==> config.mk <==
export PLATFORM = sky130hd
export DESIGN_NAME = instruction_fetch
export DESIGN_NICKNAME = d
export VERILOG_FILES = /design/src/rtl/fetch_pkg.sv /design/src/rtl/inst_fifo.sv /design/src/rtl/instruction_fetch.sv
export SDC_FILE = /design/constraint.sdc
export NUM_CORES = 1
export LEC_CHECK = 0
export ABC_CLOCK_PERIOD_IN_PS = 12800
export BUFFER_PORTS_ARGS = -buffer_cell sky130_fd_sc_hd__buf_4
export CORE_UTILIZATION = 31
export DETAILED_ROUTE_END_ITERATION = 6
export GPL_TIMING_DRIVEN = 0
export PLACE_DENSITY_LB_ADDON = 0.25
export SYNTH_ARGS = -nofsm -noshare
export SYNTH_HDL_FRONTEND = slang
export SYNTH_HIERARCHICAL = 1
export SYNTH_SLANG_ARGS = --single-unit
==> constraint.sdc <==
create_clock -name clk -period 12.8 [get_ports clk]
set_input_delay 2.56 -clock clk [delete_from_list [all_inputs] [get_ports clk]]
set_output_delay 2.56 -clock clk [all_outputs]
set_load 0.02 [all_outputs]
==> src/rtl/fetch_pkg.sv <==
// fetch_pkg: shared state encoding and widths for the instruction fetch unit
package fetch_pkg;
  localparam int WORD_W = 64;
  localparam int ADDR_W = 64;
  localparam int ENTRY_W = ADDR_W + WORD_W;
  typedef enum logic [1:0] {IDLE = 2'd0, FETCH = 2'd1, DONE = 2'd2} state_t;
endpackage

==> src/rtl/inst_fifo.sv <==
// inst_fifo: flushable instruction buffer holding {pc, data} entries
module inst_fifo import fetch_pkg::*; #(
  parameter int DEPTH = 4
) (
  input  logic                     clk,
  input  logic                     rst,
  input  logic                     flush,
  input  logic                     push,
  input  logic [ENTRY_W-1:0]       din,
  input  logic                     pop,
  output logic [ENTRY_W-1:0]       dout,
  output logic [$clog2(DEPTH):0]   count
);
  localparam int PW = $clog2(DEPTH);
  localparam int CW = PW + 1;
  logic [ENTRY_W-1:0] mem [DEPTH];
  logic [PW-1:0] wr_ptr, rd_ptr;
  always_ff @(posedge clk) if (push) mem[wr_ptr] <= din;
  always_ff @(posedge clk) begin
    if (rst || flush) begin
      wr_ptr <= '0;
      rd_ptr <= '0;
      count  <= '0;
    end else begin
      wr_ptr <= wr_ptr + PW'(push);
      rd_ptr <= rd_ptr + PW'(pop);
      count  <= count + CW'(push) - CW'(pop);
    end
  end
  // Empty head reads as zero so the consumer never sees stale entries
  assign dout = (count != '0) ? mem[rd_ptr] : '0;
endmodule

==> src/rtl/instruction_fetch.sv <==
// instruction_fetch: sequential word fetcher with redirect and a small instruction buffer
module instruction_fetch import fetch_pkg::*; #(
  parameter int MEM_DEPTH  = 1025,
  parameter int FIFO_DEPTH = 4
) (
  input  logic              clk,
  input  logic              rst,
  input  logic              start,
  input  logic [ADDR_W-1:0] start_pc,
  input  logic              redirect,
  input  logic [ADDR_W-1:0] redirect_pc,
  output logic              mem_enable,
  output logic              mem_read,
  output logic [ADDR_W-1:0] mem_address,
  output logic [WORD_W-1:0] mem_data_in,
  input  logic [WORD_W-1:0] mem_data_out,
  output logic              inst_valid,
  input  logic              inst_ready,
  output logic [WORD_W-1:0] inst_data,
  output logic [ADDR_W-1:0] inst_pc,
  output logic              busy,
  output logic              done
);
  localparam int CW = $clog2(FIFO_DEPTH) + 1;
  localparam logic [ADDR_W-1:0] LAST = ADDR_W'(MEM_DEPTH - 1);
  state_t state, state_n;
  logic [ADDR_W-1:0] pc, pc_n, inflight_pc, tgt;
  logic inflight, issue, redir, go, push, pop;
  logic [CW-1:0] count;
  assign redir = redirect && state != IDLE;
  assign go    = start && state == IDLE;
  // Reserve a slot for the in-flight word so a push can never overflow
  assign issue = state == FETCH && !redir && ((count + CW'(inflight)) < CW'(FIFO_DEPTH));
  assign tgt   = redir ? redirect_pc : start_pc;
  assign push  = inflight && !redir;
  assign pop   = inst_valid && inst_ready && !redir;
  always_comb begin
    pc_n    = (redir || go) ? tgt : issue ? pc + 1'b1 : pc;
    state_n = (redir || go) ? ((tgt > LAST) ? DONE : FETCH)
            : (issue && pc == LAST) ? DONE : state;
  end
  always_ff @(posedge clk) begin
    if (rst) begin
      state       <= IDLE;
      pc          <= '0;
      inflight    <= 1'b0;
      inflight_pc <= '0;
    end else begin
      state       <= state_n;
      pc          <= pc_n;
      inflight    <= issue;
      inflight_pc <= pc;
    end
  end
  inst_fifo #(.DEPTH(FIFO_DEPTH)) u_fifo (
    .clk   (clk),
    .rst   (rst),
    .flush (redir),
    .push  (push),
    .din   ({inflight_pc, mem_data_out}),
    .pop   (pop),
    .dout  ({inst_pc, inst_data}),
    .count (count)
  );
  assign inst_valid  = count != '0;
  assign mem_enable  = issue;
  assign mem_read    = 1'b1;
  assign mem_address = pc;
  assign mem_data_in = '0;
  assign busy        = state != IDLE;
  assign done        = state == DONE;
endmodule

==> impl_results.rst, run 1 <==
.. list-table::
   :header-rows: 1

   * - Metric
     - Value
   * - Setup repair after global routing missed its margin
     - no
   * - Top cell type by total area after synthesis
     - sky130_fd_sc_hd__edfxtp_1
   * - CP arrival
     - 3800 ps
   * - Number of warnings reported in the yosys synthesis log
     - 6
   * - Cell-by-cell trace of the critical path
     - buf_4, nor4bb_1, mux2i_1, inv_1, buf_4
   * - Placeable core area
     - 85800 um^2
   * - Netlist Area Pre-Place
     - 27000 um^2
   * - Pin count of the biggest net entering global routing
     - 48
   * - Total number of vias
     - 17632
   * - Worst setup SP type
     - input pin
   * - Pwr dens
     - 171 nW/um^2
   * - Count of antenna-violating nets left after detailed routing
     - 0
   * - Synth async-reset ratio
     - 0
   * - Fmax achieved
     - 0.157 GHz
   * - Total count of hold-check failures in the final report
     - 0
   * - WL met3
     - 7.83 mm
   * - Clock Tree Root
     - sky130_fd_sc_hd__clkbuf_16
   * - Family of cells with the greatest summed delay on the critical path
     - multiplexers
   * - Required time of the worst setup path
     - 10240 ps
   * - Global Route Usage Sum
     - 0.202
   * - Die Wd
     - 297 um
   * - Total wire length after detailed routing
     - 90.5 mm
   * - 1st-pass router iterations
     - 5
   * - Leak
     - 0.0123 uW
   * - Slew HR
     - 0.220
   * - CTS tree
     - done
   * - Standard-cell row count
     - 107
   * - Drt initial violations
     - 1499
   * - WHS
     - 468 ps
   * - Distinct cells, synth
     - 61
   * - Syn Inst Count
     - 1774
   * - Total Die Area
     - 88400 um^2
   * - Overall overflow remaining after global route
     - 0
   * - Number of fill cells
     - 8013
   * - Setup Fix Bufs, Post-CTS
     - 0
   * - Slowest-stage cell, CP
     - sky130_fd_sc_hd__mux2i_1
   * - Setup slack after placement
     - 5890 ps
   * - Wire length of the first global-routing pass
     - 129 mm
   * - Fraction of the cycle the final worst path needs
     - 0.497
   * - Proportion of synthesized chip area in sequential cells
     - 0.671
   * - Worst setup EP type
     - primary output
   * - Comb pwr share
     - 0.250
   * - Slew at the pin closest to its max-slew limit
     - 1170 ps
   * - Switching part of the total power
     - 0.300
   * - Worst Hold Class
     - reg -> reg
   * - Fin Clk Skew
     - 22.2 ps
   * - Util after Layout
     - 0.402
   * - Average size of a mapped cell
     - 15.2 um^2
   * - EDFF count, synth
     - 512
   * - Metal2 WL
     - 43.9 mm
   * - Die outline height
     - 297 um
   * - Setup-failing EPs final
     - 0
   * - Number of top-level pins
     - 458
   * - Hold bufs inserted after CTS
     - 0
   * - Top Layer Used
     - met5
   * - TritonCTS Buffers
     - 72
   * - Top area cells in the synthesized netlist
     - sky130_fd_sc_hd__edfxtp_1 (57%), sky130_fd_sc_hd__mux4_2 (11%), sky130_fd_sc_hd__dfxtp_1 (10%), sky130_fd_sc_hd__and2_1 (3.2%), sky130_fd_sc_hd__nand2_1 (1.9%)
   * - Crit path max fanout
     - 8
   * - Routed wirelength normalized by instance count
     - 25.6 um
   * - Last weighted congestion value of the routability-driven placer
     - 0.903
   * - Initial Utilization
     - 0.315
   * - Vias in the first global route
     - 18164
   * - Clock H-tree levels
     - 3
   * - Share of layout cells above drive strength 1
     - 0.329
   * - Final net count
     - 2528
   * - Area growth syn-to-layout
     - 27.7%
   * - Most used standard cells in the synthesized netlist
     - sky130_fd_sc_hd__edfxtp_1 (512), sky130_fd_sc_hd__and2_1 (138), sky130_fd_sc_hd__dfxtp_1 (138)
   * - Cts repair resizes
     - 0
   * - Final count of pins violating max slew
     - 0
   * - Cell Int Power
     - 4140 uW
   * - Post-synthesis register bit count
     - 650
   * - Outcome
     - completed
   * - Clock-pin slew reported for the worst setup and hold paths after clock tree synthesis
     - 60 ps
   * - Minimum setup slack in the final design
     - 6440 ps
   * - Number of design rule violations left after detail routing
     - 0
   * - Post-synth top area share
     - 0.569
   * - Most used flip-flop cell after synthesis
     - sky130_fd_sc_hd__edfxtp_1
   * - Post-detailed-route via-to-cell ratio
     - 4.99
   * - Sw Pwr
     - 1770 uW
   * - Maximum ir drop on the vdd rail
     - 0.0000851 V
   * - Wire length on met1
     - 36.0 mm
   * - Stage delay of the slowest cell on the critical path
     - 670 ps
   * - Fraction of power consumed by sequential logic
     - 0.403
   * - Most common cell in the synthesized netlist
     - sky130_fd_sc_hd__edfxtp_1
   * - Antenna violations before repair
     - 10
   * - Number of port buffers
     - 392
   * - Clock network fraction of design power
     - 0.347
   * - Maximum buffer depth of the clock tree
     - 3
   * - Clock network latency to the later pin of the worst-skew pair
     - 610 ps
   * - Shortest period the worst path allows
     - 6360 ps
   * - Worst path buffer plus inverter count
     - 3
   * - Maximum capacitance violations
     - 0
   * - Most frequent CP cell
     - sky130_fd_sc_hd__buf_4
   * - Number of clock sinks
     - 650
   * - Critical setup path kind
     - in -> out
   * - Total half-perimeter wirelength after legalization and detailed placement
     - 67.3 mm
==> placed cells by master (no fill, tap or decap), types with 15 or more instances in the layout <==
master	n
sky130_fd_sc_hd__and2_1	138
sky130_fd_sc_hd__xor2_1	17
sky130_fd_sc_hd__dfxtp_1	138
sky130_fd_sc_hd__conb_1	65
sky130_fd_sc_hd__buf_2	17
sky130_fd_sc_hd__xnor2_1	20
sky130_fd_sc_hd__a31oi_1	16
sky130_fd_sc_hd__nand4_1	38
sky130_fd_sc_hd__clkbuf_16	73
sky130_fd_sc_hd__mux4_2	128
sky130_fd_sc_hd__a21oi_1	66
sky130_fd_sc_hd__nor2_1	54
sky130_fd_sc_hd__a31o_2	15
sky130_fd_sc_hd__nor3_1	30
sky130_fd_sc_hd__nand2_1	136
sky130_fd_sc_hd__nor4_1	52
sky130_fd_sc_hd__buf_12	15
sky130_fd_sc_hd__nor2b_1	60
sky130_fd_sc_hd__buf_4	457
sky130_fd_sc_hd__clkbuf_1	67
sky130_fd_sc_hd__edfxtp_1	512
sky130_fd_sc_hd__nand3_1	27
==> flip-flops by register name, summed over array words and instances (netlist names) <==
register,count
state,2
inflight_pc,64
u_fifo/wr_ptr,2
u_fifo/mem,512
u_fifo/rd_ptr,2
u_fifo/count,3
inflight,1
mem_address,64
==> worst paths after layout <==
path	endpoint	cells after the start	startpoint	slack, ps
worst max-delay path	mem_enable	5	redirect	6440
worst min-delay path	u_fifo/mem[1][122]$_DFFE_PP_	0	inflight_pc[58]$_SDFF_PP0_	470
worst max register to register	u_fifo/mem[3][51]$_DFFE_PP_	9	state[1]$_SDFFE_PP0P_	7910
worst min register to register	u_fifo/mem[1][122]$_DFFE_PP_	0	inflight_pc[58]$_SDFF_PP0_	470
==> worst reg2reg max path: cells and delay by family, from the launching register on <==
| kind | cells | cell delay [ps] |
|---|---|---|
| simple gates | 2 | 1140 |
| flops | 1 | 300 |
| compound gates | 1 | 450 |
| buf+inv | 6 | 2620 |
==> area by class of cell <==
class / count / area [um^2] / area share
diodes: 5 / 12.5 / 0.000362
plain buffers: 165 / 1080 / 0.0314
clock buffers: 89 / 1920 / 0.0555
clock inverters: 45 / 440 / 0.0128
inverters: 15 / 56.3 / 0.00163
multi-input cells: 1007 / 8020 / 0.232
flip-flops and latches: 650 / 18100 / 0.525
well taps: 1144 / 1430 / 0.0415
repair buffers: 413 / 3420 / 0.0991
==> power groups by stage <==
stage               logic, uW  registers (uW)  clock network [uW]
global placement         1500            2420                   0
CTS                      1510            2380                2110
floorplan                 814            2420                   0
finish                   1480            2380                2050
detailed placement       1500            2430                   0
global route             1570            2390                2190
==> metal layers <==
| metal | global-route usage | up-vias |
|---|---|---|
| met5 | 0 | - |
| met4 | 0.0626 | 6 |
| met3 | 0.0502 | 165 |
| met2 | 0.339 | 857 |
| met1 | 0.255 | 8792 |
| li1 | - | 7812 |
==> logic make-up (layout without fill, tap and decap cells) <==
family | Yosys count | in the layout | synth area share
AO/OA/AOI/OAI | 157 | 157 | 0.0368
XOR/XNOR | 38 | 38 | 0.0128
adder cells (fa/ha/maj) | 7 | 7 | 0.00352
buffers and inverters | 180 | 727 | 0.0421
flip-flops | 650 | 650 | 0.671
multiplexers | 143 | 143 | 0.112
other | 2 | 70 | 0.000278
AND/OR/NAND/NOR | 597 | 597 | 0.121
==> metrics by stage <==
stage	cells	instance area (um^2)	setup TNS, ps	total power [uW]
floorplan	1837	27300	0	3230
CTS	3528	34500	0	6000
finish	3533	34500	0	5910
global placement	3373	31600	-838650	3930
detailed placement	3394	32100	0	3930
global route	3529	34500	0	6150
(Power assumes the default switching activity.)
==> run 2, diff against run 1 <==
--- a/config.mk
+++ b/config.mk
@@ -5,7 +5,8 @@
 export SDC_FILE = /design/constraint.sdc
 export NUM_CORES = 1
 export LEC_CHECK = 0
-export ABC_CLOCK_PERIOD_IN_PS = 12800
+export ABC_AREA = 1
+export ABC_CLOCK_PERIOD_IN_PS = 5850
 export BUFFER_PORTS_ARGS = -buffer_cell sky130_fd_sc_hd__buf_4
 export CORE_UTILIZATION = 31
 export DETAILED_ROUTE_END_ITERATION = 6
==> constraint.sdc (replaced) <==
create_clock -name clk -period 5.85 [get_ports clk]
set_input_delay 1.17 -clock clk [delete_from_list [all_inputs] [get_ports clk]]
set_output_delay 1.17 -clock clk [all_outputs]
set_load 0.02 [all_outputs]
==> run 2 against run 1 <==
  * The flow now finishes with violations (design-rule violations)
  * Combinational power grew to 2.8 times the previous value
  * Cell count up 50%
  * Flip-flop and latch count unchanged
  * Sequential power grew 120%
  * Count of clock-buffer cells in the layout increased by 13
  * Synthesized cell count grew 92%
  * Register-to-register slack worse by 5200 ps
  * Worst hold slack improved by 5.9 ps
  * Global-route usage up 1.0 points
  * Via count rose by 37%
  * Critical path type is now reg -> out
  * Critical endpoint is now inst_pc[35]
  * Largest power group unchanged
==> impl_results.rst, run 2 <==
.. list-table::
   :header-rows: 1

   * - Metric
     - Value
   * - Flip-flop count of the largest register after layout
     - 512
   * - Standard-cell row count
     - 114
   * - Number of top-level pins
     - 458
   * - Fmax achieved
     - 0.257 GHz
   * - Shortest period the worst path allows
     - 3890 ps
   * - Cts repair resizes
     - 0
   * - Worst setup SP type
     - register
   * - Total half-perimeter wirelength after legalization and detailed placement
     - 79.7 mm
   * - WL met3
     - 7.41 mm
   * - Critical setup path kind
     - reg -> out
   * - Violations in the final reports
     - design-rule violations
   * - Outcome
     - finished, violations left
   * - Global Route Usage Sum
     - 0.212
   * - Number of port buffers
     - 392
   * - Wire length of the first global-routing pass
     - 153 mm
   * - Count of antenna-violating nets left after detailed routing
     - 0
   * - TritonCTS Buffers
     - 75
   * - Post-synthesis register bit count
     - 650
   * - Clock network latency to the later pin of the worst-skew pair
     - 620 ps
   * - Die Wd
     - 315 um
   * - Proportion of synthesized chip area in sequential cells
     - 0.597
   * - Setup-failing EPs final
     - 0
   * - Number of clock sinks
     - 650
   * - Pin count of the biggest net entering global routing
     - 17
   * - Clock Tree Root
     - sky130_fd_sc_hd__clkbuf_16
   * - Most used flip-flop cell after synthesis
     - sky130_fd_sc_hd__edfxtp_1
   * - Netlist Area Pre-Place
     - 30400 um^2
   * - Stage delay of the slowest cell on the critical path
     - 550 ps
   * - Final net count
     - 4181
   * - Overall overflow remaining after global route
     - 0
   * - Fraction of the cycle the final worst path needs
     - 0.665
   * - Average size of a mapped cell
     - 8.93 um^2
   * - Antenna violations before repair
     - 8
   * - Worst setup EP type
     - primary output
   * - Last weighted congestion value of the routability-driven placer
     - 0.993
   * - Worst Hold Class
     - reg -> reg
   * - Metal2 WL
     - 51.2 mm
   * - WHS
     - 473 ps
   * - Area growth syn-to-layout
     - 27.1%
   * - Maximum capacitance violations
     - 0
   * - Top area cells in the synthesized netlist
     - sky130_fd_sc_hd__edfxtp_1 (51%), sky130_fd_sc_hd__nand2_1 (12%), sky130_fd_sc_hd__dfxtp_1 (9.1%), sky130_fd_sc_hd__inv_1 (7.9%), sky130_fd_sc_hd__nand3_1 (5.9%)
   * - Most frequent CP cell
     - sky130_fd_sc_hd__buf_2
   * - Slowest-stage cell, CP
     - sky130_fd_sc_hd__buf_2
   * - Final count of pins violating max slew
     - 0
   * - Total Die Area
     - 99300 um^2
   * - Most used standard cells in the synthesized netlist
     - sky130_fd_sc_hd__nand2_1 (941), sky130_fd_sc_hd__inv_1 (640), sky130_fd_sc_hd__edfxtp_1 (512)
   * - Distinct cells, synth
     - 43
   * - Wire length on met1
     - 43.8 mm
   * - Synth async-reset ratio
     - 0
   * - Clock H-tree levels
     - 3
   * - Routed wirelength normalized by instance count
     - 20.1 um
   * - Post-detailed-route via-to-cell ratio
     - 4.55
   * - Initial Utilization
     - 0.314
   * - Post-synth top area share
     - 0.506
   * - CTS tree
     - done
   * - Vias in the first global route
     - 23212
   * - 1st-pass router iterations
     - 7
   * - EDFF count, synth
     - 512
   * - Most common cell in the synthesized netlist
     - sky130_fd_sc_hd__nand2_1
   * - Leak
     - 0.0174 uW
   * - Placeable core area
     - 96900 um^2
   * - Maximum buffer depth of the clock tree
     - 3
   * - Clock-pin slew reported for the worst setup and hold paths after clock tree synthesis
     - 60 ps
   * - Syn Inst Count
     - 3404
   * - Die outline height
     - 315 um
   * - Cell-by-cell trace of the critical path
     - buf_2, buf_2, nand3_1, a21oi_1, buf_4
   * - Drt initial violations
     - 2053
   * - Cell area after layout
     - 38600 um^2
   * - Maximum ir drop on the vdd rail
     - 0.000198 V
   * - Setup Fix Bufs, Post-CTS
     - 0
   * - Total number of vias
     - 24185
   * - Top Layer Used
     - met5
   * - Top cell type by total area after synthesis
     - sky130_fd_sc_hd__edfxtp_1
   * - Hold bufs inserted after CTS
     - 0
   * - Most frequent cells in the layout
     - sky130_fd_sc_hd__nand2_1 (941), sky130_fd_sc_hd__inv_1 (640), sky130_fd_sc_hd__edfxtp_1 (512)
   * - Number of design rule violations left after detail routing
     - 18
   * - Total wire length after detailed routing
     - 107 mm
   * - Pwr dens
     - 360 nW/um^2
   * - CP arrival
     - 2720 ps
   * - Share of layout cells above drive strength 1
     - 0.189
   * - Slew HR
     - 0.276
   * - Required time of the worst setup path
     - 4680 ps
   * - Fin Clk Skew
     - 27.5 ps
   * - Number of antenna diodes
     - 0
   * - Number of warnings reported in the yosys synthesis log
     - 6
   * - Slew at the pin closest to its max-slew limit
     - 1080 ps
   * - Placed standard-cell area
     - 36200 um^2
   * - Crit path max fanout
     - 10
   * - Total count of hold-check failures in the final report
     - 0
   * - Commonest non-fill, non-tap cell in the layout
     - sky130_fd_sc_hd__nand2_1
   * - Reg with most FFs
     - u_fifo/mem
   * - Setup repair after global routing missed its margin
     - no
==> run 2: cell count changes in the layout (fill, tap and decap cells not counted), sizes merged, moves of 80 or more <==
cell	before	now
a21oi	67	147
nand2	136	943
and2	138	0
mux4	128	0
nand3	27	362
nor2	55	219
inv	20	652
buf	519	624
==> run 2: final timing paths <==
| check | from | end | slack, ps | cells past startpoint |
|---|---|---|---|---|
| setup / recovery | u_fifo/rd_ptr[1]$_SDFF_PP0_ | inst_pc[35] | 1960 | 5 |
| hold reg to reg | inflight_pc[35]$_SDFF_PP0_ | u_fifo/mem[3][99]$_DFFE_PP_ | 470 | 0 |
| hold / removal | inflight_pc[35]$_SDFF_PP0_ | u_fifo/mem[3][99]$_DFFE_PP_ | 470 | 0 |
| setup reg to reg | state[0]$_SDFFE_PP0P_ | u_fifo/mem[1][23]$_DFFE_PP_ | 2750 | 9 |
==> run 2: critical path, delay by kind of cell, from the launching register on <==
kind,cells,cell delay [ps]
AND/OR/NAND/NOR,1,110
AO/OA/AOI/OAI,1,420
buffers and inverters,3,1170
flip-flops,1,400
==> run 2: cell type report <==
cell class	instances	area, um^2
Buffer	212	1380
Fill cell	9587	58200
Clock buffer	102	2100
Tap cell	1276	1600
Sequential cell	650	18100
Clock inverter	34	340
Inverter	648	2430
Multi-Input combinational cell	1957	8740
Timing Repair Buffer	433	3920
==> run 2: power breakdown <==
group	switching (uW)	internal [uW]	total [uW]	leakage, uW
clock	1860	2740	4600	0.00120
sequential	139	5070	5200	0.00579
combinational	2770	1330	4100	0.0104
==> run 2: kinds of logic (layout without fill, tap and decap cells) <==
logic type | count (synthesis) | in the layout | synth area share
adder cells (fa/ha/maj) | 7 | 7 | 0.00313
AO/OA/AOI/OAI | 239 | 239 | 0.0425
multiplexers | 1 | 1 | 0.000329
AND/OR/NAND/NOR | 1614 | 1614 | 0.223
flip-flops | 650 | 650 | 0.597
other | 2 | 65 | 0.000247
buffers and inverters | 860 | 1429 | 0.125
XOR/XNOR | 31 | 31 | 0.00893
==> run 2: metrics by stage <==
stage               utilization  TNS [ps]  worst slack, ps  instances  total power (uW)
floorplan                     -   -696270            -1360       3467              7410
global placement          0.363  -3414530            -6750       5135              9450
detailed placement        0.374         0             1900       5176              9450
CTS                       0.399         0             1810       5312             14100
global route              0.399         0             1850       5312             14500
finish                    0.399         0             1960       5312             13900
==> run 2: metal layers <==
metal	track usage	vias to the layer above
li1	-	11874
met1	0.261	11199
met2	0.360	903
met3	0.0454	201
met4	0.0854	8
met5	0	-
==> run 3, diff against run 2 <==
--- a/config.mk
+++ b/config.mk
@@ -5,8 +5,8 @@
 export SDC_FILE = /design/constraint.sdc
 export NUM_CORES = 1
 export LEC_CHECK = 0
-export ABC_AREA = 1
-export ABC_CLOCK_PERIOD_IN_PS = 5850
+export ABC_AREA = 0
+export ABC_CLOCK_PERIOD_IN_PS = 3900
 export BUFFER_PORTS_ARGS = -buffer_cell sky130_fd_sc_hd__buf_4
 export CORE_UTILIZATION = 31
 export DETAILED_ROUTE_END_ITERATION = 6
==> constraint.sdc (replaced) <==
create_clock -name clk -period 3.9 [get_ports clk]
set_input_delay 0.78 -clock clk [delete_from_list [all_inputs] [get_ports clk]]
set_output_delay 0.78 -clock clk [all_outputs]
set_load 0.02 [all_outputs]
==> run 3 against run 2 <==
  * The run now ends clean
  * Global-route usage is 1.1 points lower
  * Non-clock buffer count is 59 lower
  * Clock power is 54% higher
  * Register-to-register slack worse by 2200 ps
  * Total power is 42% higher
  * Critical path type unchanged
  * Core utilization is 0.56 points higher
  * Largest power group unchanged
  * Worst hold slack worse by 100 ps
==> impl_results.rst, run 3 (synthesis gave the netlist of run 1 again) <==
.. list-table::
   :header-rows: 1

   * - Metric
     - Value
   * - Antenna violations before repair
     - 4
   * - Fraction of the cycle the final worst path needs
     - 0.888
   * - Clock H-tree levels
     - 3
   * - Slew at the pin closest to its max-slew limit
     - 1180 ps
   * - Post-detailed-route via-to-cell ratio
     - 4.97
   * - Final net count
     - 2536
   * - End point of the most critical hold path
     - u_fifo/mem[3][0]$_DFFE_PP_
   * - Flip-flop count of the largest register after layout
     - 512
   * - Setup-failing EPs final
     - 0
   * - Most frequent cells in the layout
     - sky130_fd_sc_hd__edfxtp_1 (512), sky130_fd_sc_hd__buf_4 (464), sky130_fd_sc_hd__dfxtp_1 (138)
   * - Slew HR
     - 0.211
   * - Maximum buffer depth of the clock tree
     - 3
   * - 1st-pass router iterations
     - 5
   * - Maximum ir drop on the vdd rail
     - 0.000335 V
   * - Reg2Reg Depth
     - 7
   * - Drt initial violations
     - 1348
   * - Required time of the worst setup path
     - 3120 ps
   * - Number of design rule violations left after detail routing
     - 0
   * - Critical setup path kind
     - reg -> out
   * - CTS tree
     - done
   * - Minimum setup slack in the final design
     - 438 ps
   * - Worst setup SP type
     - register
   * - Overall overflow remaining after global route
     - 0
   * - Total wire length after detailed routing
     - 90.4 mm
   * - Total number of vias
     - 17586
   * - Pwr dens
     - 567 nW/um^2
   * - Worst setup EP type
     - primary output
   * - CP arrival
     - 2680 ps
   * - Vias in the first global route
     - 18041
   * - Final cell count without fillers
     - 3538
   * - Global Route Usage Sum
     - 0.201
   * - Hold bufs inserted after CTS
     - 0
   * - Clock-pin slew reported for the worst setup and hold paths after clock tree synthesis
     - 60 ps
   * - Placeable core area
     - 85800 um^2
   * - Last weighted congestion value of the routability-driven placer
     - 0.973
   * - Total Die Area
     - 88400 um^2
   * - Number of port buffers
     - 392
   * - Setup slack after placement
     - -165 ps
   * - Worst R2R End
     - mem_address[48]$_SDFFE_PP0P_
   * - Crit path max fanout
     - 10
   * - Maximum capacitance violations
     - 0
   * - Leak
     - 0.0124 uW
   * - Total half-perimeter wirelength after legalization and detailed placement
     - 67.2 mm
   * - Routed wirelength normalized by instance count
     - 25.5 um
   * - Commonest non-fill, non-tap cell in the layout
     - sky130_fd_sc_hd__edfxtp_1
   * - Worst Hold Class
     - in -> reg
   * - Shortest period the worst path allows
     - 3460 ps
   * - TritonCTS Buffers
     - 72
   * - Area growth syn-to-layout
     - 28.4%
   * - Pin count of the biggest net entering global routing
     - 43
   * - Hold_sp
     - mem_data_out[0]
   * - Cell depth of the worst min-delay path
     - 1
   * - Fmax achieved
     - 0.289 GHz
   * - Cell area after layout
     - 34700 um^2
   * - Clock network latency to the later pin of the worst-skew pair
     - 610 ps
   * - WHS
     - 373 ps
   * - Share of layout cells above drive strength 1
     - 0.336
   * - Placed standard-cell area
     - 32100 um^2
   * - Reg with most FFs
     - u_fifo/mem
   * - Worst reg2reg setup slack
     - 520 ps
   * - Standard-cell row count
     - 107
   * - Wire length of the first global-routing pass
     - 129 mm
   * - Setup repair after global routing missed its margin
     - no
   * - Count of antenna-violating nets left after detailed routing
     - 0
   * - Final count of pins violating max slew
     - 0
   * - Number of cells in the design after placement
     - 3394
   * - Setup TNS
     - 0 ps
   * - Total count of hold-check failures in the final report
     - 0
   * - Outcome
     - completed
   * - Fin Clk Skew
     - 28.4 ps
   * - Die outline height
     - 297 um
   * - Number of clock sinks
     - 650
   * - Die Wd
     - 297 um
   * - Clock Tree Root
     - sky130_fd_sc_hd__clkbuf_16
   * - Launching point of the worst reg2reg path
     - state[1]$_SDFFE_PP0P_
   * - Number of top-level pins
     - 458
   * - Initial Utilization
     - 0.315
-- run 3: cell count changes in the layout (fill, tap and decap cells not counted), sizes merged, moves of 60 or more --
cell,previous run,this run
nand2,943,136
inv,652,16
nand3,362,27
nor2,219,55
and2,0,138
mux4,0,128
buf,624,527
a21oi,147,67
nor2b,0,60
-- run 3: how the worst max path moves through the flow --
stage	slack [ps]	cells after the start	end	start
floorplan	-1250	6	u_fifo/mem[0][0]$_DFFE_PP_	redirect
global placement	-4990	7	u_fifo/mem[0][42]$_DFFE_PP_	redirect
detailed placement	-170	12	u_fifo/mem[0][42]$_DFFE_PP_	redirect
CTS	70	12	u_fifo/mem[0][32]$_DFFE_PP_	state[1]$_SDFFE_PP0P_
global route	280	5	inst_data[59]	u_fifo/count[2]$_SDFF_PP0_
finish	440	5	inst_data[63]	u_fifo/count[2]$_SDFF_PP0_
-- run 3: where the power goes --
part / switching (uW) / internal, uW
logic: 2720 / 2080
clock network: 2800 / 4270
registers: 229 / 7590
total: 5750 / 13900
-- run 3: routing by layer --
layer  track usage  share of wire
met3        0.0459          0.074
met4        0.0609          0.029
met5             0              0
met1         0.255           0.41
met2         0.341           0.49
-- run 3: metrics by stage --
stage                     power (uW)   util
after floorplan                10600      -
after global placement         12800  0.369
after detailed placement       12900  0.374
after CTS                      20000  0.404
after global routing           20500  0.404
final                          19700  0.405
-- run 3: worst max-delay path, stage by stage (launching register included) --
cell and delay, ps:
sky130_fd_sc_hd__dfxtp_1 450, sky130_fd_sc_hd__or3_1 250, sky130_fd_sc_hd__clkbuf_2 500, sky130_fd_sc_hd__clkbuf_1 430
sky130_fd_sc_hd__and2_1 240, sky130_fd_sc_hd__buf_4 150
-- run 3: what timing repair did --
action,CTS,global route
setup endpoints to repair,57,27
pin swaps,0,0
gates resized for setup,2,0
setup buffers,0,8
endpoints found under the hold margin,0,0
-- run 3: area by class of cell --
| class | count | area (um^2) |
|---|---|---|
| Multi-Input combinational cell | 1007 | 8040 |
| Inverter | 15 | 56.3 |
| Sequential cell | 650 | 18100 |
| Timing Repair Buffer | 421 | 3440 |
| Buffer | 165 | 1110 |
| Clock buffer | 82 | 1910 |
| Tap cell | 1144 | 1430 |
| Clock inverter | 50 | 591 |
| Fill cell | 8020 | 51100 |
| Antenna cell | 4 | 10.0 |
